[src/rtl/grid_pkg.sv]
// Grid dimensions, reader state encoding and the one-hot cell decoder.
// The reader, display and debug code all import this package.
package grid_pkg;

  localparam int GRID_ORD = 3;
  localparam int LEN      = GRID_ORD * GRID_ORD;
  localparam int AREA     = LEN * LEN;
  localparam int VAL_W    = $clog2(LEN);
  localparam int IDX_W    = $clog2(AREA);

  typedef enum logic [1:0] {
    RD_IDLE  = 2'd0,
    RD_ISSUE = 2'd1,
    RD_DRAIN = 2'd2
  } reader_state_t;

  typedef struct packed {
    logic             bad;
    logic [VAL_W-1:0] value;
  } cell_dec_t;

  // Zero or several bits set is reported as bad with value 0.
  function automatic cell_dec_t onehot_decode(input logic [LEN-1:0] onehot);
    cell_dec_t   dec;
    int unsigned ones;
    dec  = '0;
    ones = 0;
    for (int i = 0; i < LEN; i++) begin
      if (onehot[i]) begin
        ones++;
        dec.value = VAL_W'(i);
      end
    end
    if (ones != 1) begin
      dec.value = '0;
      dec.bad   = 1'b1;
    end
    return dec;
  endfunction

endpackage

[src/rtl/grid_reader_if.sv]
// Cell read port toward the grid plus the valid/ready output stream.
interface grid_reader_if;

  logic                       rd_en;
  logic [grid_pkg::IDX_W-1:0] rd_index;
  logic [grid_pkg::LEN-1:0]   rd_onehot;

  logic                       out_valid;
  logic                       out_ready;
  logic [grid_pkg::VAL_W-1:0] out_value;
  logic                       out_last;
  logic                       out_bad;

  modport master (
    output rd_en, rd_index, out_valid, out_value, out_last, out_bad,
    input  rd_onehot, out_ready
  );

  modport slave (
    input  rd_en, rd_index, out_valid, out_value, out_last, out_bad,
    output rd_onehot, out_ready
  );

endinterface

[src/rtl/grid_reader_fifo.sv]
// Small synchronous FIFO for the reader output. Head is read combinationally;
// a push and pop in the same cycle is accepted even when full.
module reader_fifo #(
  parameter int WIDTH = 8,
  parameter int DEPTH = 2,
  parameter int CNT_W = $clog2(DEPTH + 1)
) (
  input  logic             clock,
  input  logic             reset,
  input  logic             push,
  input  logic [WIDTH-1:0] din,
  input  logic             pop,
  output logic [WIDTH-1:0] dout,
  output logic [CNT_W-1:0] count,
  output logic             empty
);

  localparam int PTR_W = (DEPTH > 1) ? $clog2(DEPTH) : 1;
  localparam logic [PTR_W-1:0] LAST_PTR  = PTR_W'(DEPTH - 1);
  localparam logic [CNT_W-1:0] FULL_CNT  = CNT_W'(DEPTH);

  logic [WIDTH-1:0] mem [DEPTH];
  logic [PTR_W-1:0] wr_ptr;
  logic [PTR_W-1:0] rd_ptr;
  logic [CNT_W-1:0] count_q;
  logic             wr_ok;
  logic             rd_ok;

  assign empty = (count_q == '0);
  assign count = count_q;
  assign dout  = mem[rd_ptr];
  assign rd_ok = pop & ~empty;
  assign wr_ok = push & ((count_q != FULL_CNT) | rd_ok);

  // Storage; when full, the slot being written is the one being popped.
  always_ff @(posedge clock or posedge reset) begin
    if (reset) begin
      for (int i = 0; i < DEPTH; i++) mem[i] <= '0;
    end else if (wr_ok) begin
      mem[wr_ptr] <= din;
    end
  end

  // Pointer and occupancy bookkeeping.
  always_ff @(posedge clock or posedge reset) begin
    if (reset) begin
      wr_ptr  <= '0;
      rd_ptr  <= '0;
      count_q <= '0;
    end else begin
      if (wr_ok) wr_ptr <= (wr_ptr == LAST_PTR) ? '0 : wr_ptr + 1'b1;
      if (rd_ok) rd_ptr <= (rd_ptr == LAST_PTR) ? '0 : rd_ptr + 1'b1;
      case ({wr_ok, rd_ok})
        2'b10:   count_q <= count_q + 1'b1;
        2'b01:   count_q <= count_q - 1'b1;
        default: count_q <= count_q;
      endcase
    end
  end

endmodule

[src/rtl/grid_reader.sv]
// Streams the solved grid out in row-major order once the grid reports success.
//
// state    | meaning
// ---------+--------------------------------------------------------------
// RD_IDLE  | waiting for rq_dump with a successful grid
// RD_ISSUE | issuing cell reads, throttled by FIFO credit
// RD_DRAIN | all reads issued, emptying FIFO until the last beat leaves
//
// Reads are credit-limited: FIFO entries plus the read in flight never exceed
// FIFO_DEPTH (minimum 2), and a pop in the same cycle frees one credit so a
// depth of 2 sustains one beat per cycle.
module grid_reader
  import grid_pkg::*;
#(
  parameter int FIFO_DEPTH = 2
) (
  input  logic          clock,
  input  logic          reset,
  input  logic          grid_done,
  input  logic          grid_success,
  input  logic          rq_dump,
  output logic          busy,
  output logic          dump_done,
  output logic          dump_reject,
  output logic          bad_seen,
  grid_reader_if.master bus
);

  localparam int CNT_W   = $clog2(FIFO_DEPTH + 1);
  localparam int OCC_W   = CNT_W + 1;
  localparam int ENTRY_W = VAL_W + 2;
  localparam logic [IDX_W-1:0] LAST_IDX  = IDX_W'(AREA - 1);
  localparam logic [OCC_W-1:0] DEPTH_OCC = OCC_W'(FIFO_DEPTH);

  reader_state_t      state_q;
  reader_state_t      state_d;
  logic [IDX_W-1:0]   idx_q;
  logic               inflight_q;
  logic               rsp_last_q;
  logic               accept;
  logic               reject_d;
  logic               done_d;
  logic               rd_fire;
  logic               pop;
  logic               fifo_empty;
  logic [CNT_W-1:0]   fifo_count;
  logic [OCC_W-1:0]   occ;
  logic [ENTRY_W-1:0] fifo_din;
  logic [ENTRY_W-1:0] fifo_dout;
  cell_dec_t          rsp_dec;

  assign rsp_dec  = onehot_decode(bus.rd_onehot);
  assign fifo_din = {rsp_dec.value, rsp_last_q, rsp_dec.bad};
  assign occ      = {1'b0, fifo_count} + OCC_W'(inflight_q);
  assign pop      = bus.out_valid & bus.out_ready;

  assign bus.out_valid = ~fifo_empty;
  assign bus.out_value = fifo_dout[ENTRY_W-1:2];
  assign bus.out_last  = fifo_dout[1];
  assign bus.out_bad   = fifo_dout[0];
  assign bus.rd_en     = rd_fire;
  assign bus.rd_index  = idx_q;
  assign busy          = (state_q != RD_IDLE);

  // State register.
  always_ff @(posedge clock or posedge reset) begin
    if (reset) state_q <= RD_IDLE;
    else       state_q <= state_d;
  end

  // Next state, read issue and pulse requests.
  always_comb begin
    state_d  = state_q;
    accept   = 1'b0;
    reject_d = 1'b0;
    done_d   = 1'b0;
    rd_fire  = 1'b0;
    case (state_q)
      RD_IDLE: begin
        if (rq_dump && grid_done) begin
          if (grid_success) begin
            accept  = 1'b1;
            state_d = RD_ISSUE;
          end else begin
            reject_d = 1'b1;
          end
        end
      end
      RD_ISSUE: begin
        rd_fire = (occ < DEPTH_OCC) || ((occ == DEPTH_OCC) && pop);
        if (rd_fire && (idx_q == LAST_IDX)) state_d = RD_DRAIN;
      end
      RD_DRAIN: begin
        if (!inflight_q && (fifo_count == CNT_W'(1)) && pop) begin
          state_d = RD_IDLE;
          done_d  = 1'b1;
        end
      end
      default: state_d = RD_IDLE;
    endcase
  end

  // Read index, in-flight tracking, sticky bad flag and status pulses.
  always_ff @(posedge clock or posedge reset) begin
    if (reset) begin
      idx_q       <= '0;
      inflight_q  <= 1'b0;
      rsp_last_q  <= 1'b0;
      bad_seen    <= 1'b0;
      dump_done   <= 1'b0;
      dump_reject <= 1'b0;
    end else begin
      dump_done   <= done_d;
      dump_reject <= reject_d;
      inflight_q  <= rd_fire;
      rsp_last_q  <= rd_fire && (idx_q == LAST_IDX);
      if (accept)       idx_q <= '0;
      else if (rd_fire) idx_q <= (idx_q == LAST_IDX) ? '0 : idx_q + 1'b1;
      if (accept)                         bad_seen <= 1'b0;
      else if (inflight_q && rsp_dec.bad) bad_seen <= 1'b1;
    end
  end

  reader_fifo #(
    .WIDTH (ENTRY_W),
    .DEPTH (FIFO_DEPTH),
    .CNT_W (CNT_W)
  ) u_fifo (
    .clock (clock),
    .reset (reset),
    .push  (inflight_q),
    .din   (fifo_din),
    .pop   (pop),
    .dout  (fifo_dout),
    .count (fifo_count),
    .empty (fifo_empty)
  );

endmodule

[src/flat_wrapper.sv]
// flat-port wrapper written by rule: the top's interface ports become plain ports
module grid_reader_flat import grid_pkg::*;
#(
  parameter int FIFO_DEPTH = 2
)
  (clock, reset, grid_done, grid_success, rq_dump, busy, dump_done, dump_reject, bad_seen, bus_rd_en, bus_rd_index, bus_out_valid, bus_out_value, bus_out_last, bus_out_bad, bus_rd_onehot, bus_out_ready);
  grid_reader_if bus_i ();
  input  logic clock;
  input  logic reset;
  input  logic grid_done;
  input  logic grid_success;
  input  logic rq_dump;
  output logic busy;
  output logic dump_done;
  output logic dump_reject;
  output logic bad_seen;
  output wire logic [$bits(bus_i.rd_en)-1:0] bus_rd_en;
  output wire logic [$bits(bus_i.rd_index)-1:0] bus_rd_index;
  output wire logic [$bits(bus_i.out_valid)-1:0] bus_out_valid;
  output wire logic [$bits(bus_i.out_value)-1:0] bus_out_value;
  output wire logic [$bits(bus_i.out_last)-1:0] bus_out_last;
  output wire logic [$bits(bus_i.out_bad)-1:0] bus_out_bad;
  input wire logic [$bits(bus_i.rd_onehot)-1:0] bus_rd_onehot;
  input wire logic [$bits(bus_i.out_ready)-1:0] bus_out_ready;
  assign bus_rd_en = bus_i.rd_en;
  assign bus_rd_index = bus_i.rd_index;
  assign bus_out_valid = bus_i.out_valid;
  assign bus_out_value = bus_i.out_value;
  assign bus_out_last = bus_i.out_last;
  assign bus_out_bad = bus_i.out_bad;
  assign bus_i.rd_onehot = bus_rd_onehot;
  assign bus_i.out_ready = bus_out_ready;
  grid_reader #(.FIFO_DEPTH(FIFO_DEPTH)) u_core (.clock(clock), .reset(reset), .grid_done(grid_done), .grid_success(grid_success), .rq_dump(rq_dump), .busy(busy), .dump_done(dump_done), .dump_reject(dump_reject), .bad_seen(bad_seen), .bus(bus_i));
endmodule
[config.mk]
export PLATFORM = sky130hd
export DESIGN_NAME = grid_reader_flat
export DESIGN_NICKNAME = d
export VERILOG_FILES = /design/src/rtl/grid_pkg.sv /design/src/rtl/grid_reader_if.sv /design/src/rtl/grid_reader_fifo.sv /design/src/rtl/grid_reader.sv /design/src/flat_wrapper.sv
export SDC_FILE = /design/constraint.sdc
export NUM_CORES = 1
export LEC_CHECK = 0
export BUFFER_PORTS_ARGS = -buffer_cell sky130_fd_sc_hd__buf_2
export CAP_MARGIN = 20
export CORE_MARGIN = 2
export CORE_UTILIZATION = 60
export DETAILED_ROUTE_END_ITERATION = 10
export PLACE_DENSITY = 0.83
export SLEW_MARGIN = 20
export SYNTH_ARGS = -nofsm -noshare
export SYNTH_HDL_FRONTEND = slang
export SYNTH_SLANG_ARGS = --single-unit
[constraint.sdc]
create_clock -name clock -period 2.95 [get_ports clock]
set_input_delay 0.59 -clock clock [delete_from_list [all_inputs] [get_ports clock]]
set_output_delay 0.59 -clock clock [all_outputs]
set_load 0.05 [all_outputs]
==> results of run 1 <==
-- worst max path at each step --
stage	start	end	slack [ns]
3_3_place_gp	bus_rd_onehot[1]	u_core.u_fifo.mem[8]	-2.40
5_1_grt	bus_rd_onehot[1]	u_core.u_fifo.mem[6]	-2.13
6_report	bus_rd_onehot[1]	u_core.u_fifo.mem[6]	-2.00
4_1_cts	bus_rd_onehot[0]	u_core.u_fifo.mem[6]	-2.04
3_5_place_dp	bus_rd_onehot[1]	u_core.u_fifo.mem[8]	-2.56
2_1_floorplan	bus_rd_onehot[1]	u_core.u_fifo.mem[8]	-2.18
-- state kept, by name (all words and copies together) (netlist names) --
register              cells
u_core.state_q            2
u_core.u_fifo.wr_ptr      1
u_core.dump_done          1
u_core.u_fifo.mem        12
u_core.rsp_last_q         1
u_core.bad_seen           1
u_core.inflight_q         1
u_core.u_fifo.count       2
u_core.bus.rd_index       7
u_core.dump_reject        1
u_core.u_fifo.rd_ptr      1
-- power groups by stage --
stage	sequential [µW]	clock (µW)	combinational [µW]
after CTS	709	307	1840
after detailed placement	717	0	1780
after global routing	734	337	2010
final	713	307	1840
after global placement	703	0	1720
after floorplan	824	0	1250
-- worst max-delay path, cell delays in order --
cell	delay, ns
buf_12	0.10
inv_12	0.03
ha_4	0.25
xor2_1	0.14
ha_1	0.26
mux2_4	0.28
ha_4	0.22
mux2_4	0.27
ha_4	0.21
and2b_2	0.21
a21oi_2	0.04
or2_4	0.24
ha_4	0.27
nand2b_4	0.11
nor2b_4	0.16
ha_4	0.21
mux2_4	0.27
ha_4	0.16
nand2_4	0.05
xnor2_2	0.11
xnor2_1	0.15
xnor2_1	0.15
and4_4	0.27
o21ai_4	0.09
mux2_4	0.28
-- area by class of cell --
type / instances / share of cell area [%]
inverter: 23 / 3.48
clock inverter: 2 / 0.327
clock buffer: 5 / 2.25
tap: 48 / 1.96
multi-input combinational: 195 / 52.4
timing repair buffer: 69 / 15.1
sequential: 30 / 24.5
-- logic make-up after synthesis --
family          Yosys count  share of synthesized area [%]
buf+inv                  30                           6.44
simple gates             87                           18.7
flops                    30                           31.9
mux                      16                           7.51
compound gates           56                           17.3
fa+ha+maj                17                           9.05
xor+xnor                 18                           9.11
-- metal layers --
layer  global-route usage [%]  routed length, µm  vias to the layer above
met5                        0                  0                        -
met4                     9.18                 82                        0
met3                     4.90                220                       13
met2                     46.8               2730                       49
met1                     34.0               2460                      965
li1                         -                  -                     1042
-- metrics by stage --
step                cell area (µm²)  setup WS, ns  utilization [%]  power [µW]
finish                         3060         -2.00             82.3        2860
global route                   3060         -2.13             82.3        3080
CTS                            3050         -2.04             82.0        2850
detailed placement             2910         -2.56             78.4        2490
global placement               2910         -2.40             78.4        2420
floorplan                      2490         -2.18                -        2070
-- Yosys cell counts, drive strengths merged (2+ instances only) --
| cell type | count |
|---|---|
| or2 | 5 |
| nor2b | 2 |
| o41ai | 2 |
| nand2 | 30 |
| a21oi | 11 |
| a31oi | 6 |
| dfrtp | 30 |
| nand3 | 7 |
| inv | 22 |
| nand4 | 3 |
| o21ai | 17 |
| clkbuf | 4 |
| buf | 3 |
| and3 | 3 |
| nor3b | 2 |
| mux2 | 13 |
| nor3 | 4 |
| a41o | 2 |
| o22ai | 2 |
| mux2i | 3 |
| ha | 17 |
| nand2b | 3 |
| nor2 | 17 |
| xnor2 | 11 |
| xor2 | 5 |
| and4 | 2 |
| o31ai | 6 |
| nand3b | 3 |
| and2b | 2 |
-- cells in the final DEF, fill, tap and decap left out, types with 2 or more instances in the layout --
cell	synthesis	final
buf_4	1	36
buf_2	0	31
dfrtp_1	30	30
nand2_1	30	29
inv_1	22	20
nor2_1	17	16
o21ai_0	15	15
ha_1	17	10
a21oi_1	11	9
mux2_2	13	9
xnor2_1	9	8
nand3_1	7	7
a31oi_1	6	6
ha_4	0	6
xor2_1	5	5
o31ai_1	6	5
clkbuf_8	2	5
nor3_1	4	4
mux2_4	0	4
and3_1	3	3
nand3b_1	3	3
nand4_1	3	3
mux2i_1	3	3
nand2b_1	3	2
or2_2	3	2
o22ai_1	2	2
and2b_2	2	2
a21oi_2	0	2
o21ai_2	1	2
nor3b_1	2	2
xnor2_2	1	2
o41ai_2	2	2
clkinv_2	0	2
-- timing repair --
| action | in CTS | in global routing |
|---|---|---|
| pin swaps | 12 | 7 |
| gates cloned | 1 | 0 |
| resized for setup | 11 | 2 |
| setup endpoints to repair | 11 | 11 |
| buffers inserted | 1 | 0 |
==> results_dict.tcl, run 1 <==
set metrics [dict create \
    synth_ff_type "dfrtp_1" \
    outcome "finished, violations left" \
    fin_skew_ns 0.00797 \
    cts_num_sinks 30 \
    cts_buffers 5 \
    finalCritPeriodShare_pct 168 \
    rsz0062_at_grt "yes" \
    synth_top_area_share_pct 31.9 \
    clock.fmax_ghz 0.202 \
    setup_viol_count_final 11 \
    cp.arrival_ns 5.12 \
    cts_tree "built" \
    hpwl_um 4200 \
    synth_area_um2 2350 \
    die_area_um2 4430 \
    dr.pass1.iters 4 \
    place_inst 363 \
    synth_cell_types 56 \
    irDropWorstVdd_v 0.000707 \
    finalNonFillerCells 372 \
    start_util_pct 63.2 \
    ys_seq_area_share_pct 31.9 \
    hp-class "in2async" \
    synth_edf_count 0 \
    clock_latency_ns 0.29 \
    fillers 253 \
    endpoint_kind "flip-flop" \
    routedWlPerCell_um 14.8 \
    clock_power_share_pct 10.7 \
    port_buffers 33 \
    grt_usage_pct 27.1 \
    tightest_slew_ns 0.433 \
    wl_um 5490 \
    worstSetupPathType "in2reg" \
    via_per_inst 5.56 \
    vias 2069 \
    syn2layout_area_growth_pct 30.1 \
    synth_fp_nets 286 \
    tns_ns -21.38 \
    async_reset_ff_share_pct 100 \
    place.gp.congestion 0.809 \
    io_pins 34 \
    core_area_um2 3720 \
    drive_gt1_share_pct 38.6 \
    p_per_area_nw_per_um2 936 \
    crit_fanout 5 \
    avgSynthCellArea_um2 9.25 \
    grt-ovfl-total 0 \
    relSlewSlack_pct 70.8 \
    yosysTopAreaCell "dfrtp_1" \
    swShare_pct 49.6 \
    netlist_top_cells_area "dfrtp_1 32%, ha_1 9.1%, mux2_2 6.2%, nand2_1 4.8%, inv_1 3.5%" \
    rows 22 \
    initialDrtViolationCount 176 \
    setup.worst_path.start_class "primary input" \
    seq_power_share_pct 24.9 \
    worstRegToRegCells 10 \
    die_w_um 66.6 \
    clkTransAtPathRegs_ns 0.07 \
    hold_slack_ns 0.376 \
    rrSetupSlack_ns 0.67 \
    slew_violations 0 \
    drcViolationCount 0 \
    fin_crit_ns 4.95 \
    die_height_um 66.6 \
    p_int_uw 1440 \
    final-seq-area_um2 751 \
    cts_htree_levels 2 \
    failed_checks "setup timing" \
    multi_input_area_um2 1600 \
    drtAntennaViolNets 0 \
    syn_inst 254 \
    setup_slack_ns -2.00 \
    required_ns 3.12 \
    r2r-start "u_core.u_fifo.count[0]" \
    grt_pass1_vias 1985 \
    antenna_cells 0 \
    r2r_end "u_core.bus.rd_index[6]" \
    finalHoldViolations 0 \
    combPwrFrac_pct 64.3 \
    switchingPower_uw 1420 \
    synth-seq-cells 30 \
    cap_violations 0 \
    clk_path_buf_depth 2 \
    antenna_found_initial 0 \
    holdBufCountCts 0 \
    cts.root.buffer_cell "clkbuf_8" \
    p_leak_uw 0.00149 \
    grt_first_pass_wirelength_um 9050 \
    ys_warn_count 0 \
    nets 356 \
    grt_max_degree 31 \
]
No activity file was read; power rests on OpenSTA's default activity.
==> run 2: changes to the inputs <==
Settings changed: SYNTH_HIERARCHICAL set to 1.
==> run 2 against run 1 <==
The run still ends with setup timing left. Register-to-register slack got worse by 0.06 ns. Worst hold slack got worse by 0.032 ns. Highest routed layer unchanged. Area after synthesis decreased by 1.2%. Clock power increased by 2%. Total power increased by 3.7%. Combinational power increased by 4%. Cell count decreased by 3.0%. Critical endpoint is now u_core/u_fifo/mem[3]. Core utilization increased by 1.8 points. Largest cell class unchanged. Global-route usage increased by 1.5 points. Sequential share of layout area decreased by 0.34 points. Critical path type unchanged. Sequential power increased by 3%. Maximum frequency decreased by 1.4%.
==> results_dict.tcl, run 2 <==
set metrics [dict create \
    outcome "finished, violations left" \
    failed_checks "setup timing" \
    relSlewSlack_pct 59.8 \
    io_pins 34 \
    port_buffers 33 \
    synth-seq-cells 30 \
    setup.worst_path.start_class "primary input" \
    die_height_um 66.2 \
    dr.pass1.iters 4 \
    largest_register "u_core/u_fifo/mem" \
    synth_ff_type "dfrtp_1" \
    p_leak_uw 0.00148 \
    startpoint "bus_rd_onehot[1]" \
    crit_fanout 5 \
    clkTransAtPathRegs_ns 0.06 \
    drive_gt1_share_pct 44.1 \
    ys_warn_count 6 \
    grt_first_pass_wirelength_um 9480 \
    endpoint_kind "flip-flop" \
    rrSetupSlack_ns 0.61 \
    routedWlPerCell_um 15.9 \
    via_per_inst 5.63 \
    wl_um 5750 \
    fin_skew_ns 0.00351 \
    synth_most_common_cell "nor2_1" \
    r2r-start "u_core/u_fifo/count[0]" \
    synth_edf_count 0 \
    tightest_slew_ns 0.603 \
    required_ns 3.16 \
    drcViolationCount 0 \
    antenna_cells 0 \
    async_reset_ff_share_pct 100 \
    finalHoldViolations 0 \
    core_area_um2 3690 \
    syn_inst 245 \
    grt_max_degree 17 \
    setup_viol_count_final 11 \
    antenna_found_initial 0 \
    finalNonFillerCells 361 \
    die_area_um2 4380 \
    nets 341 \
    setup_slack_ns -2.07 \
    yosys-top-cells-count "31 x nor2_1, 30 x dfrtp_1, 20 x nand2_1" \
    rsz0062_at_grt "yes" \
    p_per_area_nw_per_um2 957 \
    synth_fp_nets 273 \
    cts_buffers 5 \
    netlist_top_cells_area "dfrtp_1 32%, ha_1 7.0%, mux2_2 5.8%, nor2_1 5.0%, xnor2_1 3.8%" \
    layout_commonest_cell "buf_4" \
    finalCritPeriodShare_pct 170 \
    synth_top_area_share_pct 32.3 \
    clock.fmax_ghz 0.199 \
    rows 22 \
    final_cell_mix "38 x buf_4, 31 x buf_2, 30 x dfrtp_1, 29 x nor2_1, 19 x nand2_1" \
    cts_htree_levels 2 \
    start_util_pct 63.0 \
    r2r_end "u_core/bus.rd_index[5]" \
    yosysTopAreaCell "dfrtp_1" \
    grt_usage_pct 28.6 \
    drtAntennaViolNets 0 \
    hp-class "in2async" \
    cts.root.buffer_cell "clkbuf_8" \
    cts_num_sinks 30 \
    cts_tree "built" \
    hpwl_um 4180 \
    grt_pass1_vias 2016 \
    irDropWorstVdd_v 0.000941 \
    worstRegToRegCells 10 \
    initialDrtViolationCount 219 \
    clock_latency_ns 0.29 \
    die_w_um 66.2 \
    largest_reg_flops 12 \
    cp.arrival_ns 5.23 \
    worstSetupPathType "in2reg" \
    pre_cts_slack_ns -2.62 \
    vias 2033 \
    place.gp.congestion 0.820 \
    tns_ns -21.50 \
    place_inst 353 \
    fillers 209 \
    syn2layout_area_growth_pct 33.5 \
    synth_area_um2 2320 \
    clk_path_buf_depth 2 \
    ys_seq_area_share_pct 32.3 \
    synth_cell_types 55 \
    slew_violations 0 \
    fin_crit_ns 5.02 \
    cap_violations 0 \
    holdBufCountCts 0 \
    grt-ovfl-total 0 \
    avgSynthCellArea_um2 9.48 \
]
## run 2: cell count changes after synthesis, sizes merged, moves of 4 or more
cell and delta:
o31ai -5, o2bb2ai +6, nand2 -9, nor2 +14, xor2 +5, buf +4
o21ai -8, ha -4
## run 2: how the worst max path moves through the flow
stage,to,slack [ns],cells past startpoint
after floorplan,u_core/u_fifo/mem[3],-2.19,23
after global placement,u_core/u_fifo/mem[2],-2.38,22
after detailed placement,u_core/u_fifo/mem[3],-2.62,25
after CTS,u_core/u_fifo/mem[9],-2.10,23
after global routing,u_core/u_fifo/mem[3],-2.20,23
final,u_core/u_fifo/mem[3],-2.07,23
## run 2: where the power goes
| group | total (µW) | leakage [µW] | switching, µW | internal (µW) |
|---|---|---|---|---|
| clock network | 313 | 0.0000438 | 155 | 158 |
| registers | 732 | 0.000380 | 170 | 562 |
| logic | 1920 | 0.00106 | 1110 | 815 |
| total | 2970 | 0.00148 | 1430 | 1530 |
## run 2: through the flow
stage	hold WS (ns)	utilization [%]	total power, µW	instance area (µm²)
detailed placement	0.471	77.8	2510	2870
CTS	0.358	82.3	2900	3030
floorplan	0.451	-	2070	2440
global route	0.389	84.1	3170	3100
global placement	0.469	77.8	2420	2870
finish	0.344	84.1	2970	3100
## run 2: worst max-delay path, stage by stage
cell       delay, ns
buf_8           0.09
inv_6           0.03
ha_4            0.24
xor2_2          0.14
ha_1            0.28
nand2_2         0.10
o31ai_4         0.09
ha_4            0.23
mux2_4          0.27
ha_4            0.21
a221o_1         0.37
ha_4            0.23
mux2_4          0.28
ha_4            0.24
mux2_4          0.28
ha_4            0.17
or2_4           0.23
a211oi_2        0.25
nor3_2          0.06
or3_4           0.41
a211oi_2        0.16
nand2_1         0.12
o2bb2ai_1       0.16
## run 2: logic make-up after synthesis
| kind of cell | after synthesis | synth area share, % |
|---|---|---|
| adder cells (fa/ha/maj) | 13 | 7.00 |
| multiplexers | 16 | 8.19 |
| AO/OA/AOI/OAI | 36 | 10.6 |
| AND/OR/NAND/NOR | 96 | 22.7 |
| XOR/XNOR | 25 | 13.3 |
| buffers and inverters | 29 | 5.87 |
| flip-flops | 30 | 32.3 |
## run 2: layout make-up
cell class | count | area, µm² | area share (%)
timing repair buffer | 71 | 470 | 15.2
clock buffer | 5 | 68.8 | 2.22
clock inverter | 2 | 10.0 | 0.323
multi-input combinational | 186 | 1660 | 53.4
sequential | 30 | 751 | 24.2
inverter | 19 | 83.8 | 2.70
tap | 48 | 60.1 | 1.94
## run 2: per-layer routing
metal | part of all wire, % | routed length, µm | GRT usage [%]
met2 | 51 | 2960 | 49.6
met4 | 0.80 | 46 | 5.36
met1 | 43 | 2470 | 36.3
met3 | 4.8 | 274 | 6.81
met5 | 0 | 0 | 0
## run 2: what timing repair did
item | in CTS | in global routing
gates resized for setup | 18 | 10
pin swaps | 7 | 10
endpoints found under the setup margin | 11 | 12
setup buffers | 5 | 1
==> run 3: changes to the inputs <==
Settings changed: CORE_UTILIZATION 60 to 45, PLACE_DENSITY 0.83 to 0.65.
==> run 3 against run 2 <==
The flow still finishes with violations (setup timing). Sequential cell count unchanged. Clock skew increased by 0.0032 ns. Die area rose by 31%. Maximum frequency is 0.53% lower. Cell count is 8.9% higher. Core utilization decreased by 21 points. Count of clock-buffer cells in the layout rose by 2. First-iteration DRC count decreased by 50%. Sequential power down 1%. Global-route usage decreased by 11 points.
==> results_dict.tcl, run 3 (same netlist as run 2, synthesis figures left out) <==
set metrics [dict create \
    die_area_um2 5750 \
    fillers 424 \
    syn2layout_area_growth_pct 36.1 \
    largest_reg_flops 12 \
    outcome "finished, violations left" \
    grt-ovfl-total 0 \
    hpwl_um 3630 \
    dr.pass1.iters 4 \
    start_util_pct 46.1 \
    pre_cts_slack_ns -2.50 \
    nets 350 \
    cts_tree "built" \
    core_area_um2 5040 \
    required_ns 3.17 \
    cts_htree_levels 2 \
    p_leak_uw 0.00151 \
    finalCritPeriodShare_pct 171 \
    cts.root.buffer_cell "clkbuf_8" \
    via_per_inst 5.07 \
    worstSetupPathType "in2reg" \
    clock.fmax_ghz 0.198 \
    cap_violations 0 \
    fin_skew_ns 0.00672 \
    hold_slack_ns 0.341 \
    slew_violations 0 \
    relSlewSlack_pct 60.1 \
    cp.arrival_ns 5.27 \
    cts_num_sinks 30 \
    rows 26 \
    crit_fanout 5 \
    die_height_um 75.8 \
    tightest_slew_ns 0.598 \
    hp-class "in2async" \
    irDropWorstVdd_v 0.000695 \
    grt_first_pass_wirelength_um 8090 \
    p_per_area_nw_per_um2 934 \
    vias 1993 \
    failed_checks "setup timing" \
    grt_usage_pct 18.1 \
    grt_pass1_vias 1845 \
    place.gp.congestion 0.826 \
    drcViolationCount 0 \
    largest_register "u_core/u_fifo/mem" \
    clkTransAtPathRegs_ns 0.07 \
    wl_um 5000 \
    fin_crit_ns 5.05 \
    finalHoldViolations 0 \
    die_w_um 75.8 \
    drtAntennaViolNets 0 \
    cts_buffers 5 \
    drive_gt1_share_pct 43.3 \
    setup_slack_ns -2.10 \
    setup.worst_path.start_class "primary input" \
    clk_path_buf_depth 2 \
    routedWlPerCell_um 12.7 \
    port_buffers 33 \
    antenna_found_initial 0 \
    layout_commonest_cell "buf_4" \
    endpoint_kind "flip-flop" \
    rsz0062_at_grt "yes" \
    grt_max_degree 17 \
    clock_latency_ns 0.27 \
    initialDrtViolationCount 110 \
    final_cell_mix "47 x buf_4, 31 x buf_2, 30 x nor2_1, 30 x dfrtp_1, 19 x nand2_1" \
    io_pins 34 \
    antenna_cells 0 \
    setup_viol_count_final 11 \
]
-- run 3: through the flow --
| step | setup TNS (ns) | utilization, % | cells | area [µm²] | power [µW] |
|---|---|---|---|---|---|
| floorplan | -23.11 | - | 245 | 2440 | 2070 |
| global placement | -25.88 | 57.9 | 378 | 2920 | 2460 |
| detailed placement | -26.83 | 57.9 | 378 | 2920 | 2490 |
| CTS | -21.00 | 61.2 | 389 | 3080 | 2900 |
| global route | -23.43 | 62.7 | 393 | 3160 | 3190 |
| finish | -21.83 | 62.7 | 393 | 3160 | 2950 |
-- run 3: power by group --
| part | switching, µW | internal (µW) | leakage (µW) |
|---|---|---|---|
| combinational | 1060 | 833 | 0.00108 |
| clock | 146 | 188 | 0.0000482 |
| sequential | 162 | 562 | 0.000380 |
| total | 1370 | 1580 | 0.00151 |
-- run 3: area by class of cell --
type	count	area, µm²	area share, %
clock buffers	7	86.3	2.73
inverters	19	83.8	2.65
clock inverters	1	5.00	0.158
flip-flops and latches	30	751	23.8
well taps	70	87.6	2.77
repair buffers	80	538	17.0
multi-input cells	186	1610	50.9
-- run 3: path summary, 6_finish.rpt --
| check | start | endpoint | slack (ns) | cells after the start |
|---|---|---|---|---|
| min | reset | u_core/state_q[1] | 0.34 | 2 |
| max | bus_rd_onehot[0] | u_core/u_fifo/mem[4] | -2.10 | 23 |
| max in group asynchronous | reset | u_core/u_fifo/mem[2] | 2.18 | 2 |
| min in group clock | u_core/u_fifo/mem[6] | u_core/u_fifo/mem[6] | 0.49 | 1 |
| min reg2reg | u_core/u_fifo/mem[6] | u_core/u_fifo/mem[6] | 0.49 | 1 |
| max reg2reg | u_core/u_fifo/count[0] | u_core/bus.rd_index[5] | 0.63 | 10 |
-- run 3: what timing repair did --
action / in CTS / in global routing
cloned: 0 / 0
resized for setup: 11 / 8
hold buffers: 0 / 0
endpoints found under the setup margin: 11 / 11
endpoints found under the hold margin: 0 / 0
pin swaps: 3 / 5
setup buffers: 3 / 5
-- run 3: worst max-delay path, stage by stage --
cell and delay [ns]:
buf_8 0.09, inv_8 0.03, ha_4 0.25, xor2_1 0.15, ha_1 0.25, nand2_2 0.10
o31ai_4 0.07, ha_1 0.30, mux2_4 0.28, ha_4 0.20, a221o_1 0.36, ha_4 0.23
mux2_4 0.28, ha_4 0.24, mux2_4 0.28, ha_4 0.17, or2_4 0.22, a211oi_2 0.21
nor3_2 0.07, or3_4 0.37, buf_4 0.17, a211oi_4 0.17, mux2_4 0.18
-- run 3: metal layers --
metal  global-route usage [%]  vias up  share of wire [%]
met3                     3.57        4                3.6
met4                     3.51        0               0.76
met1                     25.8      958                 50
met5                        0        -                  0
li1                         -      995                  -
met2                     28.5       36                 46
